### config.mk
export PLATFORM = sky130hd
export DESIGN_NAME = uart_tx
export DESIGN_NICKNAME = d
export VERILOG_FILES = /design/src/rtl/uart_tx_pkg.sv /design/src/rtl/uart_tx_baud_counter.sv /design/src/rtl/uart_tx.sv
export SDC_FILE = /design/constraint.sdc
export NUM_CORES = 1
export LEC_CHECK = 0
export BUFFER_PORTS_ARGS = -buffer_cell sky130_fd_sc_hd__buf_2
export CAP_MARGIN = 20
export CORE_MARGIN = 2
export CORE_UTILIZATION = 54
export CTS_CLUSTER_DIAMETER = 60
export DETAILED_ROUTE_END_ITERATION = 10
export PLACE_DENSITY_LB_ADDON = 0.2
export SLEW_MARGIN = 40
export SYNTH_ARGS = -nofsm -noshare
export SYNTH_HDL_FRONTEND = slang
export SYNTH_SLANG_ARGS = --single-unit
### constraint.sdc
create_clock -name clk -period 2.79 [get_ports clk]
set_input_delay 0.4185 -clock clk [delete_from_list [all_inputs] [get_ports clk]]
set_output_delay 0.4185 -clock clk [all_outputs]
set_load 0.01 [all_outputs]
### src/rtl/uart_tx_pkg.sv
`default_nettype none
// ============================================================================
// Module   : uart_tx_pkg
// Brief    : Shared UART definitions: FSM state encodings, frame constants
//            and the default bit period. Used by both TX and RX paths.
// Revision : 1.0 - initial release
// ============================================================================
package uart_tx_pkg;

  // Transmitter FSM states (2-bit encoding shared with the receive path)
  typedef enum logic [1:0] {
    ST_IDLE  = 2'd0,
    ST_START = 2'd1,
    ST_DATA  = 2'd2,
    ST_STOP  = 2'd3
  } tx_state_e;

  // Frame shape: 8 data bits, 1 stop bit, no parity
  localparam int DATA_BITS = 8;
  localparam int STOP_BITS = 1;
  localparam int BIT_IDX_W = $clog2(DATA_BITS);

  // Index of the last data bit, used to leave the DATA state
  localparam logic [BIT_IDX_W-1:0] LAST_BIT_IDX = BIT_IDX_W'(DATA_BITS - 1);

  // 100 MHz core clock at 9600 baud
  localparam int DEFAULT_CLKS_PER_BIT = 10416;

endpackage : uart_tx_pkg
`default_nettype wire

### src/rtl/uart_tx_baud_counter.sv
`default_nettype none
// ============================================================================
// Module   : uart_tx_baud_counter
// Brief    : Bit-period counter. Counts 0..CLKS_PER_BIT-1, pulses tick on
//            the last count and wraps to 0; clear holds it at 0.
// Revision : 1.0 - initial release
// ============================================================================
module uart_tx_baud_counter
  import uart_tx_pkg::*;
#(
  parameter int CLKS_PER_BIT = DEFAULT_CLKS_PER_BIT
) (
  input  logic clk,
  input  logic rst_n,
  input  logic clear,
  output logic tick
);

  localparam int CNT_W = $clog2(CLKS_PER_BIT);
  localparam logic [CNT_W-1:0] CNT_LAST = CNT_W'(CLKS_PER_BIT - 1);

  logic [CNT_W-1:0] cnt_q;
  logic [CNT_W-1:0] cnt_d;

  assign tick = (cnt_q == CNT_LAST);

  // Next count: restart on clear or at the end of each bit period
  always_comb begin
    cnt_d = cnt_q + 1'b1;
    if (clear || tick) begin
      cnt_d = '0;
    end
  end

  // Count register
  always_ff @(posedge clk or negedge rst_n) begin
    if (!rst_n) begin
      cnt_q <= '0;
    end else begin
      cnt_q <= cnt_d;
    end
  end

endmodule : uart_tx_baud_counter
`default_nettype wire

### src/rtl/uart_tx.sv
`default_nettype none
// ============================================================================
// Module   : uart_tx
// Brief    : 8N1 UART transmitter with a one-entry holding buffer so the core
//            can queue a second byte while a frame is on the line.
// Revision : 1.0 - initial release
// ============================================================================
module uart_tx
  import uart_tx_pkg::*;
#(
  parameter int CLKS_PER_BIT = DEFAULT_CLKS_PER_BIT
) (
  input  logic       clk,
  input  logic       rst_n,
  input  logic       tx_start,
  input  logic [7:0] tx_data,
  output logic       tx,
  output logic       tx_busy,
  output logic       buf_full,
  output logic       tx_done,
  output logic       tx_overrun
);

  tx_state_e              state_q,      state_d;
  logic [BIT_IDX_W-1:0]   bit_idx_q,    bit_idx_d;
  logic [DATA_BITS-1:0]   shift_q,      shift_d;
  logic [DATA_BITS-1:0]   buf_q,        buf_d;
  logic                   buf_full_q,   buf_full_d;
  logic                   tx_q,         tx_d;
  logic                   tx_done_q,    tx_done_d;
  logic                   tx_overrun_q, tx_overrun_d;

  logic baud_tick;
  logic final_stop;

  // Counter is held at zero while idle so the start bit gets a full period;
  // every other state change happens on a tick, where it wraps by itself.
  uart_tx_baud_counter #(
    .CLKS_PER_BIT (CLKS_PER_BIT)
  ) u_baud (
    .clk   (clk),
    .rst_n (rst_n),
    .clear (state_q == ST_IDLE),
    .tick  (baud_tick)
  );

  // Last cycle of the stop bit: the frame boundary where a new frame may begin
  assign final_stop = (state_q == ST_STOP) && baud_tick;

  // Next-state, line level, shift register and holding-buffer control
  always_comb begin
    state_d      = state_q;
    bit_idx_d    = bit_idx_q;
    shift_d      = shift_q;
    buf_d        = buf_q;
    buf_full_d   = buf_full_q;
    tx_d         = tx_q;
    tx_done_d    = 1'b0;
    tx_overrun_d = 1'b0;

    // Requests arriving mid-frame go to the buffer or are dropped
    if (tx_start && (state_q != ST_IDLE) && !final_stop) begin
      if (!buf_full_q) begin
        buf_d      = tx_data;
        buf_full_d = 1'b1;
      end else begin
        tx_overrun_d = 1'b1;
      end
    end

    case (state_q)
      ST_IDLE: begin
        if (tx_start) begin
          shift_d = tx_data;
          tx_d    = 1'b0;
          state_d = ST_START;
        end
      end

      ST_START: begin
        if (baud_tick) begin
          tx_d      = shift_q[0];
          shift_d   = {1'b0, shift_q[DATA_BITS-1:1]};
          bit_idx_d = '0;
          state_d   = ST_DATA;
        end
      end

      ST_DATA: begin
        if (baud_tick) begin
          if (bit_idx_q == LAST_BIT_IDX) begin
            tx_d    = 1'b1;
            state_d = ST_STOP;
          end else begin
            tx_d      = shift_q[0];
            shift_d   = {1'b0, shift_q[DATA_BITS-1:1]};
            bit_idx_d = bit_idx_q + 1'b1;
          end
        end
      end

      ST_STOP: begin
        if (baud_tick) begin
          tx_done_d = 1'b1;
          if (buf_full_q) begin
            // Buffered byte goes next; a coincident request refills the buffer
            shift_d = buf_q;
            tx_d    = 1'b0;
            state_d = ST_START;
            if (tx_start) begin
              buf_d = tx_data;
            end else begin
              buf_full_d = 1'b0;
            end
          end else if (tx_start) begin
            shift_d = tx_data;
            tx_d    = 1'b0;
            state_d = ST_START;
          end else begin
            state_d = ST_IDLE;
          end
        end
      end

      default: begin
        state_d = ST_IDLE;
        tx_d    = 1'b1;
      end
    endcase
  end

  // State and output registers; reset abandons any frame and empties the buffer
  always_ff @(posedge clk or negedge rst_n) begin
    if (!rst_n) begin
      state_q      <= ST_IDLE;
      bit_idx_q    <= '0;
      shift_q      <= '0;
      buf_q        <= '0;
      buf_full_q   <= 1'b0;
      tx_q         <= 1'b1;
      tx_done_q    <= 1'b0;
      tx_overrun_q <= 1'b0;
    end else begin
      state_q      <= state_d;
      bit_idx_q    <= bit_idx_d;
      shift_q      <= shift_d;
      buf_q        <= buf_d;
      buf_full_q   <= buf_full_d;
      tx_q         <= tx_d;
      tx_done_q    <= tx_done_d;
      tx_overrun_q <= tx_overrun_d;
    end
  end

  assign tx         = tx_q;
  assign tx_busy    = (state_q != ST_IDLE);
  assign buf_full   = buf_full_q;
  assign tx_done    = tx_done_q;
  assign tx_overrun = tx_overrun_q;

endmodule : uart_tx
`default_nettype wire
==> summary.txt, run 1 <==
STA
  – Worst slew pin tran: just under 800 ps
  – Tcrit/Tclk final: between 80% and 90%
  – Tmin final: roughly 2300 ps
  – Fmax: 434 MHz
  – Final setup TNS: 0 ps
  – Slew headroom: between 40% and 50%
  – Hold Vio Cnt, Final: 0
  – Worst clock skew: around 8.9 ps
  – RSZ-0062 raised after global routing: no
  – Final setup viols: 0
  – Final worst slack: roughly 490 ps
  – Fin. max-slew vios: 0

Synthesis
  – Top cell type's share of synthesized area: between 40% and 50%
  – Synth warn: 0
  – Main synth FF type: dfrtp_1
  – Mapped Area: slightly above 2000 um^2
  – Post-synthesis cell count: about 180
  – Synth cell types: 45
  – Top post-synthesis cells by count: dfrtp_1 (38), nor2_1 (14), a22o_1 (10), o21ai_0 (10)
  – EDFF count, synth: 0
  – Syn Area/Cell: 11.1 um^2
  – Top cells by area, synth: dfrtp_1 (47%), mux2_2 (5.0%), a22o_1 (4.3%)
  – Syn Nets: around 200
  – Async set-or-reset flop fraction in the synthesized netlist: 100%
  – Count leader, synth: dfrtp_1
  – Sequential area share after synthesis: 48.0%
  – Yosys top cell by area: dfrtp_1
  – Synthesized flop and latch total: 39

Drt
  – Vias: ~1,500
  – Vias/cell: about 5.9
  – Drt total wl: 4.01 mm
  – DRT Pass-1 Iters: 4
  – Routed len/inst: 16.0 um
  – Remaining antenna violation count: 0
  – Detailed Route Iter0 Violations: 71
  – # DRC: 0

Clocking
  – CTS resizes: 0
  – Post-CTS setup buffer count: 0
  – CTS Root Buffer Type: clkbuf_8
  – Inserted Clock Buffers: 5
  – # hold bufs at CTS: 0
  – Clock buffer depth: 2
  – H-tree Lvls: 2
  – CTS tree: built
  – Skew-Pair Late Insertion Delay: around 300 ps
  – Clock Sinks: 39
  – Register clock-pin slew on the reported worst setup and hold paths: 80 ps

Global route
  – Grt ovf: 0
  – First-pass GRT wire length: between 6 and 7 mm
  – Largest net degree at the start of global routing: 26
  – GR Util met1: ~27%
  – GRT met2 Usage: 33.9%
  – Most used routing layer: met2
  – GRT Resource Usage Total: between 20% and 30%
  – Number of global-route vias before repair: 1,447
  – GR Layer Usage met3: 4.79%
  – Initial antenna violation count: 0

Placed design
  – Detailed placement HPWL: ~2.8 mm
  – Number of port buffers: 15
  – Pre-CTS setup slack: about 460 ps
  – Global placement routability congestion: ~0.87

Layout
  – Area of the multi-input gates: between 900 and 1000 um^2
  – Antenna Cells: 0
  – Share of post-route cells with drive strength above 1: 23.6%
  – Register area: just under 1000 um^2
  – Final nets: 220
  – FILL cells: 313
  – Area Growth Syn to Fin: 11.9%

Floorplan
  – DIE AREA: 4280 um^2
  – Die span in y: approximately 65 um
  – Die span in x: 65.4 um
  – Core area: ~3600 um^2
  – # IOs: 16
  – Initial Util: between 50 and 60%
  – Row cnt: 22

Flow run
  – Max Cap Viol: 0

Worst setup path
  – Slowest stage delay, CP: about 570 ps
  – CP cell instances: or4b_4 -> nor4_4 -> o2bb2ai_2 -> mux2_2
  – Worst-path maximum fanout: 8
  – Crit path kind: flip-flop to flip-flop
  – CP Launch Type: flip-flop
  – Worst Path Arrival: 2490 ps
  – Worst Setup End Kind: flip-flop
  – CP max stage cell: or4b_4
  – Worst path required time: slightly below 3000 ps

Pwr
  – Total power per unit cell area: 464 nW/um^2
  – Maximum vdd ir drop: 0.364 mV
  – LEAKAGE: approximately 1.0 nW

Status
  – Outcome: completed

Hold path
  – Min-Delay Path Class: primary input to asynchronous set/reset pin
==> flip-flops by register name (all words and copies together), names as in the netlist <==
signal        cells
shift_q           8
u_baud.cnt_q     14
bit_idx_q         3
tx                1
buf_full          1
tx_done           1
buf_q             8
state_q           2
tx_overrun        1
==> layout by cell type, fill, tap and decap left out, types with 3 or more instances in the layout <==
cell,count
a21oi_1,4
a22o_1,10
a22oi_1,7
and2_1,3
buf_2,15
clkbuf_8,7
dfrtp_1,38
ha_1,7
inv_1,8
mux2_2,9
nand2_1,8
nand3_1,4
nand4_1,8
nor2_1,14
o21ai_0,10
o2bb2ai_1,7
xor2_1,9
==> critical path: cells and delay by family, from the launching register on <==
| family | cells | cell delay (ps) |
|---|---|---|
| flip-flops | 1 | 440 |
| AO/OA/AOI/OAI | 1 | 320 |
| multiplexers | 1 | 390 |
| AND/OR/NAND/NOR | 2 | 1040 |
==> routing by layer <==
layer	vias to the layer above	share of wire (%)
li1	715	-
met2	36	48
met4	0	2.5
met5	-	0
met1	725	45
met3	9	4.4
==> cell families after synthesis <==
family | after synthesis | share of synthesized area (%)
muxes | 9 | 4.98
and+or+nand+nor | 56 | 16.9
AOI/OAI and AO/OA | 48 | 18.1
DFF | 39 | 48.0
xor gates and xnor gates | 10 | 4.30
buffers and inverters | 15 | 3.44
adders and majority gates | 7 | 4.30
==> power by group <==
group | switching [mW] | leakage, nW | internal, mW
registers | 0.00786 | 0.499 | 0.581
logic | 0.0210 | 0.497 | 0.0206
clock network | 0.202 | 0.0505 | 0.225
total | 0.230 | 1.05 | 0.826
==> stage by stage <==
step	utilization, %	hold slack (ps)	power (mW)	std cells	cell area [um^2]
6_report	62.7	33.7	1.06	251	2280
5_1_grt	62.7	55.6	1.10	251	2280
4_1_cts	62.7	45.2	1.07	251	2280
3_5_place_dp	59.8	371	0.643	243	2170
3_3_place_gp	59.1	438	0.634	242	2150
2_1_floorplan	-	123	0.612	184	2040
==> final timing paths <==
path | startpoint | endpoint | slack, ps | depth (start not counted)
worst max register to register | u_baud.cnt_q[6] | buf_q[2] | 490 | 4
worst min-delay path | rst_n | bit_idx_q[2] | 30 | 1
worst min register to register | u_baud.cnt_q[0] | u_baud.cnt_q[0] | 450 | 1
max in group asynchronous | rst_n | u_baud.cnt_q[0] | 2310 | 2
worst max-delay path | u_baud.cnt_q[6] | buf_q[2] | 490 | 4
min in group clk | tx_data[4] | buf_q[4] | 370 | 2
==> layout make-up <==
type	instances	area share (%)
clock inverter	1	0.329
tap	48	2.64
multi-input combinational	130	43.4
timing repair buffer	18	5.16
inverter	8	1.32
sequential	39	42.9
clock buffer	7	4.23
Power figures use the tool's default switching activity.
==> inputs of run 2 (changes only) <==
- CORE_UTILIZATION: 54 -> 53
- clock period: 2.79 -> 2.1 ns (I/O delays scaled with it)
==> summary.txt, run 2 (synthesis gave the netlist of run 1 again) <==
STA
  – Final setup viols: 0 (unchanged)
  – Fin Hold WS: 269 ps (was 33.7 ps)
  – Tmin final: 2050 ps (was 2300 ps)
  – Fmax: 488 MHz (was 434 MHz)
  – Fin. max-slew vios: 0 (unchanged)
  – Hold Vio Cnt, Final: 0 (unchanged)
  – Worst slew pin tran: 525 ps (was 773 ps)
  – Final setup TNS: 0 ps (unchanged)
  – Slew headroom: 64.6% (was 48.0%)
  – RSZ-0062 raised after global routing: no (unchanged)
  – Worst clock skew: 5.33 ps (was 8.88 ps)
  – Tcrit/Tclk final: 97.6% (was 82.6%)

Worst setup path
  – Worst-path maximum fanout: 8 (unchanged)
  – Reg2reg path depth: 5 (was 4)
  – FF-to-FF Start: u_baud.cnt_q[8] (was u_baud.cnt_q[6])
  – Worst Path Arrival: 2220 ps (was 2490 ps)
  – CP Launch Type: flip-flop (unchanged)
  – R2r setup slk: 50 ps (was 490 ps)
  – R2r endpoint: buf_q[6] (was buf_q[2])
  – Worst path required time: 2270 ps (was 2980 ps)
  – Crit path kind: flip-flop to flip-flop (unchanged)
  – Worst Setup End Kind: flip-flop (unchanged)

Hold path
  – Hold wc startpoint: tx_data[7]
  – WHS Path Cells: 2
  – Hold Crit Endpoint: buf_q[7]
  – Min-Delay Path Class: primary input to flip-flop (was primary input to asynchronous set/reset pin)

Drt
  – # DRC: 0 (unchanged)
  – Vias/cell: 5.86 (was 5.92)
  – Remaining antenna violation count: 0 (unchanged)
  – Routed len/inst: 15.2 um (was 16.0 um)
  – Met3 wire len: 185 um (was 175 um)
  – Vias: 1,548 (was 1,485)
  – DR top layer: met4 (unchanged)
  – WL met1: 1.81 mm (about the same)
  – DRT Pass-1 Iters: 4 (unchanged)
  – Detailed Route Iter0 Violations: 154 (was 71)
  – Met2 routed WL: 1.94 mm (was 1.92 mm)
  – Drt total wl: 4.02 mm (was 4.01 mm)

Layout
  – Commonest non-fill, non-tap cell in the layout: dfrtp_1 (unchanged)
  – Reg with most FFs: u_baud.cnt_q (unchanged)
  – Final nets: 233 (was 220)
  – Area Growth Syn to Fin: 18.2% (was 11.9%)
  – Commonest cells after routing, fill and taps aside: dfrtp_1 (38), buf_4 (15), nor2_1 (14), buf_2 (14) (was dfrtp_1 (38), buf_2 (15), nor2_1 (14))
  – Share of post-route cells with drive strength above 1: 28.2% (was 23.6%)
  – Max reg flops: 14 (unchanged)
  – FILL cells: 290 (was 313)
  – Top flop regs: u_baud.cnt_q (14), buf_q (8), shift_q (8) (unchanged)
  – Antenna Cells: 0 (unchanged)

Placed design
  – Number of port buffers: 15 (unchanged)
  – Global placement routability congestion: 0.897 (was 0.871)
  – Detailed placement HPWL: 2.84 mm (was 2.81 mm)

Global route
  – Number of global-route vias before repair: 1,583 (was 1,447)
  – Initial antenna violation count: 0 (unchanged)
  – First-pass GRT wire length: 7.28 mm (was 6.80 mm)
  – Largest net degree at the start of global routing: 40 (was 26)
  – Grt ovf: 0 (unchanged)
  – GRT Resource Usage Total: 22.1% (was 21.2%)

Flow run
  – Max Cap Viol: 0 (unchanged)

Pwr
  – Total power per unit cell area: 651 nW/um^2 (was 464 nW/um^2)
  – LEAKAGE: 1.12 nW (was 1.05 nW)
  – Maximum vdd ir drop: 0.618 mV (was 0.364 mV)

Floorplan
  – Row cnt: 22 (unchanged)
  – # IOs: 16 (unchanged)
  – Die span in y: 66.0 um (was 65.4 um)
  – Initial Util: 55.2% (was 56.1%)
  – DIE AREA: 4360 um^2 (was 4280 um^2)
  – Die span in x: 66.0 um (was 65.4 um)
  – Core area: 3690 um^2 (was 3630 um^2)

Clocking
  – Register clock-pin slew on the reported worst setup and hold paths: 80 ps (about the same)
  – CTS Root Buffer Type: clkbuf_8 (unchanged)
  – H-tree Lvls: 2 (unchanged)
  – Clock buffer depth: 2 (unchanged)
  – Inserted Clock Buffers: 5 (unchanged)
  – Skew-Pair Late Insertion Delay: 290 ps (was 300 ps)
  – CTS tree: built (unchanged)
  – Post-CTS setup buffer count: 0 (unchanged)
  – Clock Sinks: 39 (unchanged)

Status
  – Outcome: completed (unchanged)
[run 2: cell count changes in the layout (fill, tap and decap cells not counted), sizes merged]
| cell | before | now |
|---|---|---|
| bufinv | 0 | 2 |
| clkbuf | 7 | 5 |
| dlygate4sd3 | 0 | 1 |
| buf | 18 | 30 |
[run 2: critical path, cell delays in order, from the launching register on]
cell and delay, ps:
dfrtp_1 380, or3b_2 520, nor4_4 350, o2bb2ai_2 150, buf_4 190, mux2_2 350
[run 2: through the flow]
step / worst slack, ps / area, um^2 / power [mW] / instances / utilization (%)
4_1_cts: 15.5 / 2380 / 1.59 / 263 / 64.6
5_1_grt: 1.47 / 2410 / 1.64 / 264 / 65.3
3_3_place_gp: 112 / 2240 / 0.842 / 255 / 60.9
2_1_floorplan: 49.0 / 2040 / 0.813 / 184 / -
3_5_place_dp: 43.2 / 2240 / 0.846 / 255 / 60.9
6_report: 51.3 / 2410 / 1.57 / 264 / 65.3
[run 2: power breakdown]
| part | leakage (nW) | internal (mW) | switching (mW) |
|---|---|---|---|
| sequential | 0.499 | 0.771 | 0.0102 |
| clock | 0.0644 | 0.474 | 0.263 |
| combinational | 0.558 | 0.0239 | 0.0254 |
[run 2: timing repair]
action	CTS	global route
hold buffers	0	1
endpoints found under the setup margin	0	10
resized for setup	0	3
hold endpoints to repair	0	5
[run 2: routing by layer]
metal	global-route usage, %	vias to the layer above
met4	8.16	0
met1	28.1	751
met3	5.96	9
li1	-	745
met2	36.4	43
met5	0	-
[run 2: area by class of cell]
| class | instances | area [um^2] | area share, % |
|---|---|---|---|
| well taps | 48 | 60.1 | 2.49 |
| clock inverters | 3 | 67.6 | 2.81 |
| repair buffers | 31 | 204 | 8.47 |
| clock buffers | 5 | 68.8 | 2.86 |
| multi-input cells | 130 | 1000 | 41.5 |
| flip-flops and latches | 39 | 977 | 40.6 |
| inverters | 8 | 30.0 | 1.25 |
[run 2: worst max path at each step]
stage | start | end | slack (ps) | cells after the start
finish | u_baud.cnt_q[8] | buf_q[6] | 50 | 5
global route | u_baud.cnt_q[10] | buf_q[0] | 1 | 5
CTS | u_baud.cnt_q[8] | shift_q[3] | 20 | 5
detailed placement | u_baud.cnt_q[8] | shift_q[3] | 40 | 5
global placement | u_baud.cnt_q[8] | shift_q[6] | 110 | 5
floorplan | u_baud.cnt_q[6] | buf_q[0] | 50 | 4
